<file path="config.mk">
export PLATFORM = sky130hd
export DESIGN_NAME = hazard_ctrl_unit
export DESIGN_NICKNAME = d
export VERILOG_FILES = /design/src/rtl/hazard_ctrl_unit.sv
export SDC_FILE = /design/constraint.sdc
export NUM_CORES = 1
export LEC_CHECK = 0
export BUFFER_PORTS_ARGS = -buffer_cell sky130_fd_sc_hd__buf_2
export CORE_AREA = 3 3 40 42
export DETAILED_ROUTE_END_ITERATION = 7
export DIE_AREA = 0 0 43 45
export GPL_ROUTABILITY_DRIVEN = 1
export MAX_ROUTING_LAYER = met4
export PLACE_DENSITY = 0.72
export SLEW_MARGIN = 25
export SYNTH_ARGS = -nofsm -noshare
export SYNTH_HDL_FRONTEND = slang
export SYNTH_SLANG_ARGS = --single-unit
</file>
<file path="constraint.sdc">
create_clock -name clk -period 1.9 [get_ports clk]
set_input_delay 0.19 -clock clk [delete_from_list [all_inputs] [get_ports clk]]
set_output_delay 0.19 -clock clk [all_outputs]
set_load 0.01 [all_outputs]
</file>
<file path="src/rtl/hazard_ctrl_unit.sv">
// Pipeline sequencer: load-use stalls, taken-branch squashes and MUL/DIV freeze for the 5-stage core.
// Optional perf counters are compiled in with `define HAZ_PERF_CNT_EN.
module hazard_ctrl_unit #(
   parameter int MD_LATENCY = 4,
   parameter int CNT_W      = 32
) (
   input  logic       clk,
   input  logic       rst_n,
   input  logic [4:0] if_id_rs1,
   input  logic [4:0] if_id_rs2,
   input  logic       id_uses_rs1,
   input  logic       id_uses_rs2,
   input  logic [4:0] id_ex_rd,
   input  logic       id_ex_memread,
   input  logic       ex_branch_taken,
   input  logic       ex_muldiv_start,
   output logic       pc_write,
   output logic       if_id_write,
   output logic       if_id_flush,
   output logic       id_ex_write,
   output logic       id_ex_flush,
   output logic       ex_mem_bubble,
   output logic       md_busy
`ifdef HAZ_PERF_CNT_EN
   ,
   output logic [CNT_W-1:0] perf_stall_cnt,
   output logic [CNT_W-1:0] perf_flush_cnt
`endif
);

   localparam logic [0:0] RUN     = 1'b0;
   localparam logic [0:0] MD_BUSY = 1'b1;
   // The start cycle and the release cycle are both part of the stall, hence the -2.
   localparam logic [3:0] MD_LOAD = 4'(MD_LATENCY - 2);

   logic [0:0] state, state_nxt;
   logic [3:0] md_cnt, md_cnt_nxt;
   logic       load_use;

   assign load_use = id_ex_memread && (id_ex_rd != 5'd0) &&
                     ((id_uses_rs1 && (id_ex_rd == if_id_rs1)) ||
                      (id_uses_rs2 && (id_ex_rd == if_id_rs2)));

   always_comb begin
      pc_write      = 1'b1;
      if_id_write   = 1'b1;
      if_id_flush   = 1'b0;
      id_ex_write   = 1'b1;
      id_ex_flush   = 1'b0;
      ex_mem_bubble = 1'b0;
      md_busy       = 1'b0;
      state_nxt     = state;
      md_cnt_nxt    = md_cnt;
      if (!rst_n) begin
         pc_write      = 1'b0;
         if_id_write   = 1'b0;
         id_ex_write   = 1'b0;
         if_id_flush   = 1'b1;
         id_ex_flush   = 1'b1;
         ex_mem_bubble = 1'b1;
         state_nxt     = RUN;
         md_cnt_nxt    = 4'd0;
      end else begin
         case (state)
            RUN: begin
               // A taken branch makes both a stalled ID op and a MUL/DIV start wrong-path.
               if (ex_branch_taken) begin
                  if_id_flush = 1'b1;
                  id_ex_flush = 1'b1;
               end else if (ex_muldiv_start) begin
                  pc_write      = 1'b0;
                  if_id_write   = 1'b0;
                  id_ex_write   = 1'b0;
                  ex_mem_bubble = 1'b1;
                  state_nxt     = MD_BUSY;
                  md_cnt_nxt    = MD_LOAD;
               end else if (load_use) begin
                  pc_write    = 1'b0;
                  if_id_write = 1'b0;
                  id_ex_flush = 1'b1;
               end
            end
            MD_BUSY: begin
               pc_write      = 1'b0;
               if_id_write   = 1'b0;
               id_ex_write   = 1'b0;
               ex_mem_bubble = 1'b1;
               md_busy       = 1'b1;
               if (md_cnt == 4'd0) begin
                  ex_mem_bubble = 1'b0;
                  id_ex_write   = 1'b1;
                  state_nxt     = RUN;
               end else begin
                  md_cnt_nxt = md_cnt - 4'd1;
               end
            end
            default: begin
               state_nxt  = RUN;
               md_cnt_nxt = 4'd0;
            end
         endcase
      end
   end

   always_ff @(posedge clk or negedge rst_n) begin
      if (!rst_n) begin
         state  <= RUN;
         md_cnt <= 4'd0;
      end else begin
         state  <= state_nxt;
         md_cnt <= md_cnt_nxt;
      end
   end

`ifdef HAZ_PERF_CNT_EN
   function automatic logic [CNT_W-1:0] sat_inc(input logic [CNT_W-1:0] v);
      return (&v) ? v : v + 1'b1;
   endfunction

   always_ff @(posedge clk or negedge rst_n) begin
      if (!rst_n) begin
         perf_stall_cnt <= '0;
         perf_flush_cnt <= '0;
      end else begin
         if (!pc_write)
            perf_stall_cnt <= sat_inc(perf_stall_cnt);
         if (if_id_flush)
            perf_flush_cnt <= sat_inc(perf_flush_cnt);
      end
   end
`else
   logic unused_cnt_w;
   assign unused_cnt_w = ^CNT_W;
`endif

endmodule
</file>
==> impl_metrics.tcl <==
set metrics [dict create \
    worst_pin_slew_ns 0.313 \
    wl_per_cell_microns 11.4 \
    core_sq_um 1280 \
    avgSynthCellArea_sq_um 8.62 \
    finalWirelength_microns 1210 \
    ant_nets 0 \
    ys.flop_type "dfrtp_1" \
    drt_iter0_markers 6 \
    fill_cells 120 \
    combPwrFrac_pct 35.8 \
    hold_viol 0 \
    peakVddDrop_mv 0.239 \
    ios 29 \
    clk_latency_ns 0.24 \
    cts-root-buf "clkbuf_4" \
    synth.cell_area_sq_um 474 \
    grt_max_degree 10 \
    crit_type "flop to output port" \
    synthArstFlopShare_pct 100 \
    port_buffers 28 \
    area_delta_synth_final_pct 49.1 \
    numCtsBuffers 3 \
    synth_edf_count 0 \
    maxSlewHeadroom_pct 79.1 \
    required_ns 1.71 \
    drv_cap 0 \
    drive_gt1_share_pct 47.3 \
    syn_nets 78 \
    route.detailed.drc 0 \
    dr.pass1.iters 3 \
    ff2ff_setup_slack_ns 0.10 \
    yosys_warnings 0 \
    grt_pass1_vias 501 \
    gp_congestion 0.790 \
    min_period_ns 1.88 \
    initial_core_util_pct 36.9 \
    antenna_found_initial 0 \
    start_kind "flop" \
    swShare_pct 30.0 \
    r2r_end "md_cnt[3]" \
    vias_per_cell 4.83 \
    die_height_microns 45 \
    status "completed" \
    p_int_mw 0.266 \
    max_freq_mhz 533 \
    numClockSinks 5 \
    cts_tree "done" \
    crit_path_end_kind "output port" \
    syn_inst 55 \
    hp-class "primary input to asynchronous set/reset pin" \
    ys_types 30 \
    overflow 0 \
    rows 13 \
    grt_pass1_wl_microns 2020 \
    fin_skew_ns 0.00103 \
    die_w_microns 43 \
    p_per_area_nw_per_um2 537 \
    switching_power_mw 0.114 \
    finalPower_mw 0.380 \
    path_max_fanout 3 \
    clkSlewWorstSetupHoldPaths_ns 0.04 \
    grtUsageTotal_pct 14.4 \
    r2r_cells 7 \
    die-area_sq_um 1940 \
    worst_hold_slack_ns 0.315 \
    rsz0062_at_grt "yes" \
    cts_buffer_depth 2 \
    ys_seq_area_share_pct 26.4 \
    leakage_nw 0.361 \
    nets 115 \
    r2r-start "md_cnt[0]" \
    ys_ff_latch 5 \
    tns_ns 0 \
    vias 512 \
    n_antenna_cell 0 \
    drv_slew 0 \
    sequentialPowerShare_pct 31.5 \
    setup_viol 0 \
    arrival_ns 1.69 \
    cts_max_level 1 \
    post-dp-hpwl_microns 976 \
    p_clk_share_pct 32.6 \
    fin_crit_sh_pct 98.7 \
]
==> worst max-delay path: stages (launching register included) <==
cell	delay (ns)
dfrtp_1	0.38
inv_2	0.09
ha_4	0.13
or3b_4	0.39
a211oi_4	0.27
inv_1	0.05
buf_2	0.13
==> routing by layer <==
layer	global-route usage (%)	vias up	part of all wire, %
met1	17.5	232	42
met2	24.0	13	53
met4	3.61	0	0
met5	-	-	0
li1	-	267	-
met3	3.59	0	4.8
==> sequential cells by signal, summed over array words and instances, names as in the netlist <==
name,count
md_cnt,4
state,1
==> per-stage QoR <==
stage / instance area, sq um / setup WS, ns / instances / utilization [%]
floorplan: 474 / 0.122 / 55 / -
global placement: 628 / 0.148 / 97 / 48.9
detailed placement: 628 / 0.0494 / 97 / 48.9
CTS: 697 / 0.00837 / 106 / 54.2
global route: 707 / -0.0683 / 106 / 55.0
finish: 707 / 0.0242 / 106 / 55.0
==> cells in the mapped netlist, types with 2 or more instances <==
library cell | count | area (sq um)
inv_1 | 6 | 22.5
nor2_1 | 4 | 15.0
o21ai_0 | 4 | 20.0
nor4_1 | 2 | 12.5
dfrtp_1 | 5 | 125
xor2_1 | 8 | 70.1
xnor2_1 | 2 | 17.5
nand2_1 | 2 | 7.51
==> cell usage in the layout, fill, tap and decap left out, types with 2 or more instances in the layout <==
master,instances
xnor2_1,2
nor2_1,4
nor4_1,2
xor2_1,8
inv_1,4
dfrtp_1,5
buf_2,28
buf_4,5
o21ai_0,4
clkbuf_4,3
inv_2,2
nand2_1,2
==> cell type report <==
| cell class | count | area, sq um | share of cell area (%) |
|---|---|---|---|
| Clock buffer | 4 | 26.3 | 3.72 |
| Multi-Input combinational cell | 42 | 327 | 46.2 |
| Sequential cell | 5 | 125 | 17.7 |
| Timing Repair Buffer | 34 | 188 | 26.5 |
| Inverter | 6 | 22.5 | 3.19 |
| Tap cell | 15 | 18.8 | 2.65 |
==> worst max path at each step <==
stage	endpoint	slack, ns	startpoint	cells after the start
finish	ex_mem_bubble	0.02	md_cnt[0]	6
detailed placement	md_cnt[3]	0.05	md_cnt[0]	6
global placement	md_cnt[3]	0.15	md_cnt[0]	6
CTS	ex_mem_bubble	0.008	md_cnt[0]	6
global route	ex_mem_bubble	-0.07	md_cnt[0]	6
floorplan	md_cnt[3]	0.12	md_cnt[0]	6
==> power by group through the flow <==
stage               clock network [mW]  registers [mW]  logic, mW
global placement                     0           0.121      0.116
finish                           0.124           0.120      0.136
global route                     0.135           0.121      0.152
CTS                              0.126           0.119      0.134
detailed placement                   0           0.121      0.119
floorplan                            0           0.117     0.0739
==> cells by family after synthesis <==
| logic type | count (synthesis) | share of synthesized area (%) |
|---|---|---|
| buffers and inverters | 8 | 7.39 |
| and+or+nand+nor | 17 | 21.4 |
| AOI/OAI and AO/OA | 14 | 23.7 |
| xor gates and xnor gates | 10 | 18.5 |
| adders and majority gates | 1 | 2.64 |
| DFF | 5 | 26.4 |
==> repair_timing <==
item,CTS,global route
setup endpoints to repair,2,3
hold buffers,1,0
pin swaps,1,2
endpoints found under the hold margin,5,0
resized for setup,2,2
buffers inserted,4,0
(Power assumes the default switching activity.)
